$ cat src/rtl/bsg_manycore_link_sif_edge_buffer_if.sv
// Valid/ready bundle for one manycore link edge buffer: forward and reverse
// packet channels plus the per-channel packet counters and the link-idle flag.
interface bsg_manycore_link_sif_edge_buffer_if #(
  parameter int fwd_width_p   = 64,
  parameter int rev_width_p   = 40,
  parameter int count_width_p = 16
);
  logic                     fwd_v_i;
  logic [fwd_width_p-1:0]   fwd_data_i;
  logic                     fwd_ready_o;
  logic                     fwd_v_o;
  logic [fwd_width_p-1:0]   fwd_data_o;
  logic                     fwd_ready_i;

  logic                     rev_v_i;
  logic [rev_width_p-1:0]   rev_data_i;
  logic                     rev_ready_o;
  logic                     rev_v_o;
  logic [rev_width_p-1:0]   rev_data_o;
  logic                     rev_ready_i;

  logic [count_width_p-1:0] fwd_count_o;
  logic [count_width_p-1:0] rev_count_o;
  logic                     idle_o;

  modport slave (
    input  fwd_v_i, fwd_data_i, fwd_ready_i,
    input  rev_v_i, rev_data_i, rev_ready_i,
    output fwd_ready_o, fwd_v_o, fwd_data_o,
    output rev_ready_o, rev_v_o, rev_data_o,
    output fwd_count_o, rev_count_o, idle_o
  );

  modport master (
    output fwd_v_i, fwd_data_i, fwd_ready_i,
    output rev_v_i, rev_data_i, rev_ready_i,
    input  fwd_ready_o, fwd_v_o, fwd_data_o,
    input  rev_ready_o, rev_v_o, rev_data_o,
    input  fwd_count_o, rev_count_o, idle_o
  );
endinterface

$ cat src/rtl/bsg_manycore_link_sif_edge_buffer.sv
// Registered elastic buffer between a mesh-row E/W edge link and the pod array edge.
// Each network gets its own circular FIFO; every output is a function of registered state.
module bsg_manycore_link_sif_edge_fifo #(
  parameter int width_p       = 64,
  parameter int els_p         = 2,
  parameter int count_width_p = 16
) (
  input  logic                     clk_i,
  input  logic                     reset_n_i,
  input  logic                     live_i,
  input  logic                     v_i,
  input  logic [width_p-1:0]       data_i,
  output logic                     ready_o,
  output logic                     v_o,
  output logic [width_p-1:0]       data_o,
  input  logic                     ready_i,
  output logic [count_width_p-1:0] count_o,
  output logic                     empty_next_o
);
  localparam int ptr_w_lp = (els_p > 1) ? $clog2(els_p) : 1;
  localparam int occ_w_lp = $clog2(els_p + 1);

  logic [width_p-1:0]       mem_r [els_p];
  logic [ptr_w_lp-1:0]      rptr_r, wptr_r;
  logic [occ_w_lp-1:0]      occ_r, occ_n;
  logic [count_width_p-1:0] pkt_r;
  logic                     enq, deq;

  // Explicit wrap so non-power-of-two depths never index past the last slot.
  function automatic logic [ptr_w_lp-1:0] bump(input logic [ptr_w_lp-1:0] p);
    return (p == ptr_w_lp'(els_p - 1)) ? '0 : p + ptr_w_lp'(1);
  endfunction

  // live_i holds ready low until the first clock after reset release.
  assign ready_o      = live_i & (occ_r != occ_w_lp'(els_p));
  assign v_o          = (occ_r != '0);
  assign data_o       = mem_r[rptr_r];
  assign count_o      = pkt_r;
  assign enq          = v_i & ready_o;
  assign deq          = v_o & ready_i;
  assign empty_next_o = (occ_n == '0);

  always_comb begin
    occ_n = occ_r;
    if (enq && !deq)
      occ_n = occ_r + occ_w_lp'(1);
    else if (deq && !enq)
      occ_n = occ_r - occ_w_lp'(1);
  end

  always_ff @(posedge clk_i) begin
    if (!reset_n_i) begin
      rptr_r <= '0;
      wptr_r <= '0;
      occ_r  <= '0;
      pkt_r  <= '0;
      for (int i = 0; i < els_p; i++)
        mem_r[i] <= '0;
    end else begin
      if (enq) begin
        mem_r[wptr_r] <= data_i;
        wptr_r        <= bump(wptr_r);
      end
      if (deq) begin
        rptr_r <= bump(rptr_r);
        if (pkt_r != '1)
          pkt_r <= pkt_r + count_width_p'(1);
      end
      occ_r <= occ_n;
    end
  end
endmodule

module bsg_manycore_link_sif_edge_buffer #(
  parameter int fwd_width_p   = 64,
  parameter int rev_width_p   = 40,
  parameter int els_p         = 2,
  parameter int count_width_p = 16
) (
  input  logic clk_i,
  input  logic reset_n_i,
  bsg_manycore_link_sif_edge_buffer_if.slave link
);
  logic live_r;
  logic idle_r;
  logic fwd_empty_n;
  logic rev_empty_n;

  // idle is computed from next-state occupancy so it tracks the FIFOs without a cycle of lag.
  always_ff @(posedge clk_i) begin
    if (!reset_n_i) begin
      live_r <= 1'b0;
      idle_r <= 1'b0;
    end else begin
      live_r <= 1'b1;
      idle_r <= fwd_empty_n & rev_empty_n;
    end
  end

  assign link.idle_o = idle_r;

  bsg_manycore_link_sif_edge_fifo #(
    .width_p      (fwd_width_p),
    .els_p        (els_p),
    .count_width_p(count_width_p)
  ) fwd_fifo (
    .clk_i       (clk_i),
    .reset_n_i   (reset_n_i),
    .live_i      (live_r),
    .v_i         (link.fwd_v_i),
    .data_i      (link.fwd_data_i),
    .ready_o     (link.fwd_ready_o),
    .v_o         (link.fwd_v_o),
    .data_o      (link.fwd_data_o),
    .ready_i     (link.fwd_ready_i),
    .count_o     (link.fwd_count_o),
    .empty_next_o(fwd_empty_n)
  );

  bsg_manycore_link_sif_edge_fifo #(
    .width_p      (rev_width_p),
    .els_p        (els_p),
    .count_width_p(count_width_p)
  ) rev_fifo (
    .clk_i       (clk_i),
    .reset_n_i   (reset_n_i),
    .live_i      (live_r),
    .v_i         (link.rev_v_i),
    .data_i      (link.rev_data_i),
    .ready_o     (link.rev_ready_o),
    .v_o         (link.rev_v_o),
    .data_o      (link.rev_data_o),
    .ready_i     (link.rev_ready_i),
    .count_o     (link.rev_count_o),
    .empty_next_o(rev_empty_n)
  );
endmodule

$ cat src/flat_wrapper.sv
// flat-port wrapper written by rule: the top's interface ports become plain ports
module bsg_manycore_link_sif_edge_buffer_flat 
#(
  parameter int fwd_width_p   = 64,
  parameter int rev_width_p   = 40,
  parameter int els_p         = 2,
  parameter int count_width_p = 16
)
  (clk_i, reset_n_i, link_fwd_v_i, link_fwd_data_i, link_fwd_ready_i, link_rev_v_i, link_rev_data_i, link_rev_ready_i, link_fwd_ready_o, link_fwd_v_o, link_fwd_data_o, link_rev_ready_o, link_rev_v_o, link_rev_data_o, link_fwd_count_o, link_rev_count_o, link_idle_o);
  bsg_manycore_link_sif_edge_buffer_if #(.fwd_width_p(fwd_width_p), .rev_width_p(rev_width_p), .count_width_p(count_width_p)) link_i ();
  input  logic clk_i;
  input  logic reset_n_i;
  input wire logic [$bits(link_i.fwd_v_i)-1:0] link_fwd_v_i;
  input wire logic [$bits(link_i.fwd_data_i)-1:0] link_fwd_data_i;
  input wire logic [$bits(link_i.fwd_ready_i)-1:0] link_fwd_ready_i;
  input wire logic [$bits(link_i.rev_v_i)-1:0] link_rev_v_i;
  input wire logic [$bits(link_i.rev_data_i)-1:0] link_rev_data_i;
  input wire logic [$bits(link_i.rev_ready_i)-1:0] link_rev_ready_i;
  output wire logic [$bits(link_i.fwd_ready_o)-1:0] link_fwd_ready_o;
  output wire logic [$bits(link_i.fwd_v_o)-1:0] link_fwd_v_o;
  output wire logic [$bits(link_i.fwd_data_o)-1:0] link_fwd_data_o;
  output wire logic [$bits(link_i.rev_ready_o)-1:0] link_rev_ready_o;
  output wire logic [$bits(link_i.rev_v_o)-1:0] link_rev_v_o;
  output wire logic [$bits(link_i.rev_data_o)-1:0] link_rev_data_o;
  output wire logic [$bits(link_i.fwd_count_o)-1:0] link_fwd_count_o;
  output wire logic [$bits(link_i.rev_count_o)-1:0] link_rev_count_o;
  output wire logic [$bits(link_i.idle_o)-1:0] link_idle_o;
  assign link_i.fwd_v_i = link_fwd_v_i;
  assign link_i.fwd_data_i = link_fwd_data_i;
  assign link_i.fwd_ready_i = link_fwd_ready_i;
  assign link_i.rev_v_i = link_rev_v_i;
  assign link_i.rev_data_i = link_rev_data_i;
  assign link_i.rev_ready_i = link_rev_ready_i;
  assign link_fwd_ready_o = link_i.fwd_ready_o;
  assign link_fwd_v_o = link_i.fwd_v_o;
  assign link_fwd_data_o = link_i.fwd_data_o;
  assign link_rev_ready_o = link_i.rev_ready_o;
  assign link_rev_v_o = link_i.rev_v_o;
  assign link_rev_data_o = link_i.rev_data_o;
  assign link_fwd_count_o = link_i.fwd_count_o;
  assign link_rev_count_o = link_i.rev_count_o;
  assign link_idle_o = link_i.idle_o;
  bsg_manycore_link_sif_edge_buffer #(.fwd_width_p(fwd_width_p), .rev_width_p(rev_width_p), .els_p(els_p), .count_width_p(count_width_p)) u_core (.clk_i(clk_i), .reset_n_i(reset_n_i), .link(link_i));
endmodule
$ cat config.mk
export PLATFORM = sky130hd
export DESIGN_NAME = bsg_manycore_link_sif_edge_buffer_flat
export DESIGN_NICKNAME = d
export VERILOG_FILES = /design/src/rtl/bsg_manycore_link_sif_edge_buffer_if.sv /design/src/rtl/bsg_manycore_link_sif_edge_buffer.sv /design/src/flat_wrapper.sv
export SDC_FILE = /design/constraint.sdc
export NUM_CORES = 1
export LEC_CHECK = 0
export ABC_AREA = 1
export CORE_ASPECT_RATIO = 0.8
export CORE_UTILIZATION = 50
export CTS_CLUSTER_DIAMETER = 200
export CTS_CLUSTER_SIZE = 30
export DETAILED_ROUTE_END_ITERATION = 7
export HOLD_SLACK_MARGIN = 0.12
export PLACE_DENSITY = 0.79
export SYNTH_ARGS = -nofsm -noshare
export SYNTH_HDL_FRONTEND = slang
export SYNTH_SLANG_ARGS = --single-unit
$ cat constraint.sdc
create_clock -name clk_i -period 3.3 [get_ports clk_i]
set_input_delay 0.66 -clock clk_i [delete_from_list [all_inputs] [get_ports clk_i]]
set_output_delay 0.66 -clock clk_i [all_outputs]
set_load 0.05 [all_outputs]
# Word-level counts from Yosys, hierarchy flattened
# Memories as Yosys holds them, arrays and structs flattened. A register that Yosys moved wholly into a read port is not among the register bits.
# Cells that the tools add are included.
op_classes:
  bitwise: 7
  muxes: 26
  n_eq_ne: 4
  reduce_logical: 16
  add_sub_neg: 10
op_table:
  columns: ["op", "count"]
  rows:
  - ["2-to-1 mux 64 bit", 1]
  - ["OR reduction 64 bit", 1]
  - ["2-to-1 mux 40 bit", 1]
  - ["OR reduction 40 bit", 1]
  - ["adder 16 x 1 -> 16 bit (second input constant)", 2]
  - ["inequality test 16 bit (second input constant)", 2]
  - ["2-to-1 mux 1 bit", 20]
  - ["2-to-1 mux 2 bit", 4]
  - ["AND 1 bit", 7]
  - ["adder 1 bit (second input constant)", 4]
  - ["adder 2 x 1 -> 2 bit (second input constant)", 2]
  - ["logical AND 1 bit", 4]
  - ["logical NOT 1 bit", 4]
  - ["logical NOT 2 bit", 2]
  - ["inequality test 2 bit (second input constant)", 2]
  - ["AND reduction 2 bit", 2]
  - ["nonzero test 2 bit", 2]
  - ["subtractor 2 x 1 -> 2 bit (second input constant)", 2]
totals:
  regBits: 42
  ram_bits: 208
  input_bits: 110
  memories: 2
memory_table:
  columns: ["name", "depth", "word_bits", "rd", "rd_ports_with_merged_regs", "write_ports", "line", "text"]
  rows:
  - ["u_core.fwd_fifo.mem_r", 2, 64, 1, 1, 2, "bsg_manycore_link_sif_edge_buffer.sv:23", "logic [width_p-1:0] mem_r [els_p];"]
  - ["u_core.rev_fifo.mem_r", 2, 40, 1, 1, 2, "bsg_manycore_link_sif_edge_buffer.sv:23", null]

# Depth between registers and ports, before layout
logic_depth:
  ltp_word: 9
  ltp_mapped: 13
  mapped_depth_nobuf: 13

# Modules after synthesis
# From an unflattened synthesis, not the netlist that was laid out.
hier_totals:
  hier_cells: 1068
  area_unflattened_um2: 11323.4
modules_own_cells:
  columns: ["mod", "area_each_um2", "instances", "cells_each"]
  rows:
  - ["bsg_manycore_link_sif_edge_fifo (u_core.fwd_fifo)", 6675.2, 1, 611]
  - ["bsg_manycore_link_sif_edge_fifo (u_core.rev_fifo)", 4594.4, 1, 452]
  - ["bsg_manycore_link_sif_edge_buffer", 53.8, 1, 5]

# Worst setup path after synthesis
# Ideal clock, no wire load.
synth_path:
  path_kind: "reg-to-reg"
  start: "register u_core.fwd_fifo.occ_r[0]"
  end: "memory u_core.fwd_fifo.mem_r[1][0], enable pin"
  path_stages_with_launch: 8
  required_time_ns: 2.876
  setup_slack_ns: -0.358
  t_arrival_ns: 3.235
  synth_period_minus_slack_ns: 3.658
  path_cell_list: "dfxtp_1 > inv_1 > ha_1 > nor2_1 > nand4_1 > buf_2 > buf_2 > nand2_1"
synth_lines:
  columns: ["element", "line", "text"]
  rows:
  - ["from (decl)", "bsg_manycore_link_sif_edge_buffer.sv:25", "logic [occ_w_lp-1:0] occ_r, occ_n;"]
  - ["from (signal assigned)", "bsg_manycore_link_sif_edge_buffer.sv:69", "occ_r <= occ_n;"]
  - ["to (decl)", "bsg_manycore_link_sif_edge_buffer.sv:23", null]

==> flow_summary_export.csv <==
group,metric,value,unit
clocking,root_buffer,"clkbuf_16",
yosys,synthMuxAreaShare,0.1042,
clocking,htreeDepth,1,
placement,post-dp-hpwl,16670,um
placement,placed_area,0.01396,mm^2
floorplanning,die_w,169.6,um
drt,firstDrtPassIters,5,
power,p_per_area,608.4,mW/mm^2
drt,vias_per_cell,4.977,
yosys,ys_top_cells_by_count,"nor2_1, edfxtp_1, inv_1, nand2_1, mux2_2",
yosys,synth_edf_count,208,
sta,setup_viol,0,
yosys,yosys_register_bits,252,
worst_setup_path,cp_num_buf_inv,2,
yosys,synth_warnings,0,
yosys,synth.distinct_cells,27,
yosys,syn-cell-area,0.01124,mm^2
sta,hold_ws,0.4988,ns
grt,grt_pass1_wl,38650,um
placement,dp.cells,1551,
clocking,numCtsBuffers,12,
job,maxCapViolations,0,
worst_setup_path,worst_ep_required_time,2.64,ns
power,power,8.712,mW
worst_setup_path,crit_arrival,2.32,ns
sta,post-route-min-period,2.980,ns
drt,ant_nets,0,
yosys,synth_top_area_frac,0.5559,
outcome,outcome,"finished, final reports clean",
cells_and_area,area.growth.synth_to_final,27.45,%
clocking,post-cts-setup-buffer-count,0,
worst_setup_path,worst_setup_path_start_kind,"flip-flop",
sta,setup_slack,0.3199,ns
sta,relSlewSlack,0.4867,
floorplanning,pin_count,251,
cells_and_area,final_cells,1568,
worst_setup_path,cp_cell_sequence,"buf_12 -> mux2_2 -> clkdlybuf4s50_1",
floorplanning,die_h,136.1,um
clocking,post_cts_resized,0,
clocking,clk_latency,0.48,ns
grt,grt_max_degree,66,
sta,fmax,335.6,MHz
yosys,yosysSeqAreaShare,0.6343,
grt,grt_util_all_layers,0.2125,
worst_setup_path,crit_type,"flip-flop to output port",
drt,wire_per_inst,15.97,um
drt,route.detailed.drc,0,
floorplanning,start_util,0.5154,
hold_path,hold_path.class,"flip-flop to flip-flop",
clocking,cts_tree,"yes",
drt,wl,25040,um
yosys,synth-adder-area-share,0.006682,
worst_setup_path,cp_max_fo,64,
placement,numPortBuffers,250,
sta,period_share,0.9031,
cells_and_area,layout-drive-gt1-share,0.1664,
yosys,synth_xor_area_frac,0.01169,
cells_and_area,postLayoutCoreUtil,0.6569,
cells_and_area,diodes,0,
yosys,synth_top_family_by_area,"simple AND/OR/NAND/NOR gates",
yosys,yosys.cell_count.top_type,"nor2_1",
grt,grt_remaining_overflow,0,
yosys,synthCells,1029,
worst_setup_path,crit_family,"buffers and inverters",
yosys,synth_flop_cell,"edfxtp_1",
yosys,syn-num-nets,1145,
yosys,avgSynthCellArea,10.92,um^2
worst_setup_path,cpPeakStageDelay,0.74,ns
clocking,cts.sink_count,252,
placement,place.gp.congestion,0.8140,
clocking,clock_path_buffers,3,
floorplanning,die_area,0.02308,mm^2
yosys,synth_compound_area_frac,0.01871,
yosys,async_flop_share,0,
placement,preCtsSetupSlack,0.6373,ns
cells_and_area,nNetsFinal,1381,
worst_setup_path,cp-end-kind,"output port",
floorplanning,rows,48,
grt,grt_pass1_vias,7733,
sta,rsz0062_at_grt,"false",
sta,fin_worst_skew,0.02251,ns
sta,final.setup.tns,0,ns
power,p_leak,5.846,nW
clocking,holdBufCountCts,0,
yosys,synthTopCellsByArea,"edfxtp_1, mux2_2, nor2_1",
sta,hold_viol,0,
clocking,clkTransAtPathRegs,0.12,ns
drt,num_vias,7804,
sta,worst_pin_slew,0.7699,ns
cells_and_area,final_area,0.01432,mm^2
yosys,synthSimpleGateAreaFrac,0.1588,
yosys,synth.largest_area_cell,"edfxtp_1",
power,ir_worst_vdd,0.4244,mV
drt,drt_iter0_drc,595,
sta,report.final.slew_viol_count,0,
floorplanning,core_area,0.02180,mm^2
grt,antenna_found_initial,1,
worst_setup_path,cp_slowest_cell,"clkdlybuf4s50_1",
layer usage:
layer	global-route usage	vias to the layer above	routed length, um
li1	-	3797	-
met1	0.2764	3694	10790
met2	0.3723	284	12040
met3	0.04163	27	1819
met4	0.03804	2	371
met5	0	-	13
tightest hold or removal path, cell delays in order (launching register included):
cell	delay, ns
dfxtp_1	0.34
nand3_1	0.08
nand2_1	0.05
placed cells by master (no fill, tap or decap), drive strengths merged:
| cell | Yosys | layout |
|---|---|---|
| clkbuf | 13 | 16 |
| xnor2 | 4 | 4 |
| nand3 | 23 | 23 |
| a21oi | 25 | 25 |
| edfxtp | 208 | 208 |
| inv | 140 | 141 |
| xor2 | 11 | 11 |
| nand3b | 2 | 2 |
| clkdlybuf4s50 | 0 | 210 |
| nand4 | 11 | 11 |
| nor2 | 273 | 273 |
| mux2 | 104 | 104 |
| ha | 6 | 6 |
| nor3 | 2 | 2 |
| o21ai | 8 | 8 |
| buf | 28 | 53 |
| nand2 | 126 | 126 |
| clkinv | 1 | 1 |
| dfxtp | 44 | 44 |
cells by family (layout without fill, tap and decap cells):
group                      count (synthesis)  count (layout)
adders and majority gates                  6               6
xor gates and xnor gates                  15              15
and+or+nand+nor                          437             437
buffers and inverters                    182             421
muxes                                    104             104
AOI/OAI and AO/OA                         33              33
DFF                                      252             252
report_power, final:
part / leakage, nW / total [mW] / internal (mW) / switching [mW]
Combinational: 3.15 / 3.23 / 1.13 / 2.10
Clock: 0.174 / 1.71 / 0.743 / 0.963
Sequential: 2.52 / 3.78 / 3.70 / 0.0838
Total: 5.85 / 8.71 / 5.57 / 3.14
layout make-up:
class                   count  area, um^2
repair buffers            263        2550
flip-flops and latches    252        7128
clock buffers              16       336.6
fillers                  1696        7481
well taps                 300       375.4
inverters                 141       530.5
clock inverters             1       20.02
multi-input cells         595        3379
sequential cells by signal, summed over array words and instances (netlist names), 2 cells and up, named ones only:
register                 count
u_core.fwd_fifo.occ_r        2
u_core.fwd_fifo.count_o     16
u_core.rev_fifo.count_o     16
u_core.fwd_fifo.mem_r      128
u_core.rev_fifo.mem_r       80
u_core.rev_fifo.occ_r        2
final timing paths:
path,end,from,depth (start not counted),slack [ns]
setup / recovery,link_fwd_data_o[5],flip-flop,3,0.32
hold / removal,u_core.fwd_fifo.wptr_r,u_core.fwd_fifo.wptr_r,2,0.50
setup reg to reg,u_core.fwd_fifo.mem_r[1][41],u_core.fwd_fifo.occ_r[0],6,1.27
hold reg to reg,u_core.fwd_fifo.wptr_r,u_core.fwd_fifo.wptr_r,2,0.50
Power figures use the tool's default switching activity.
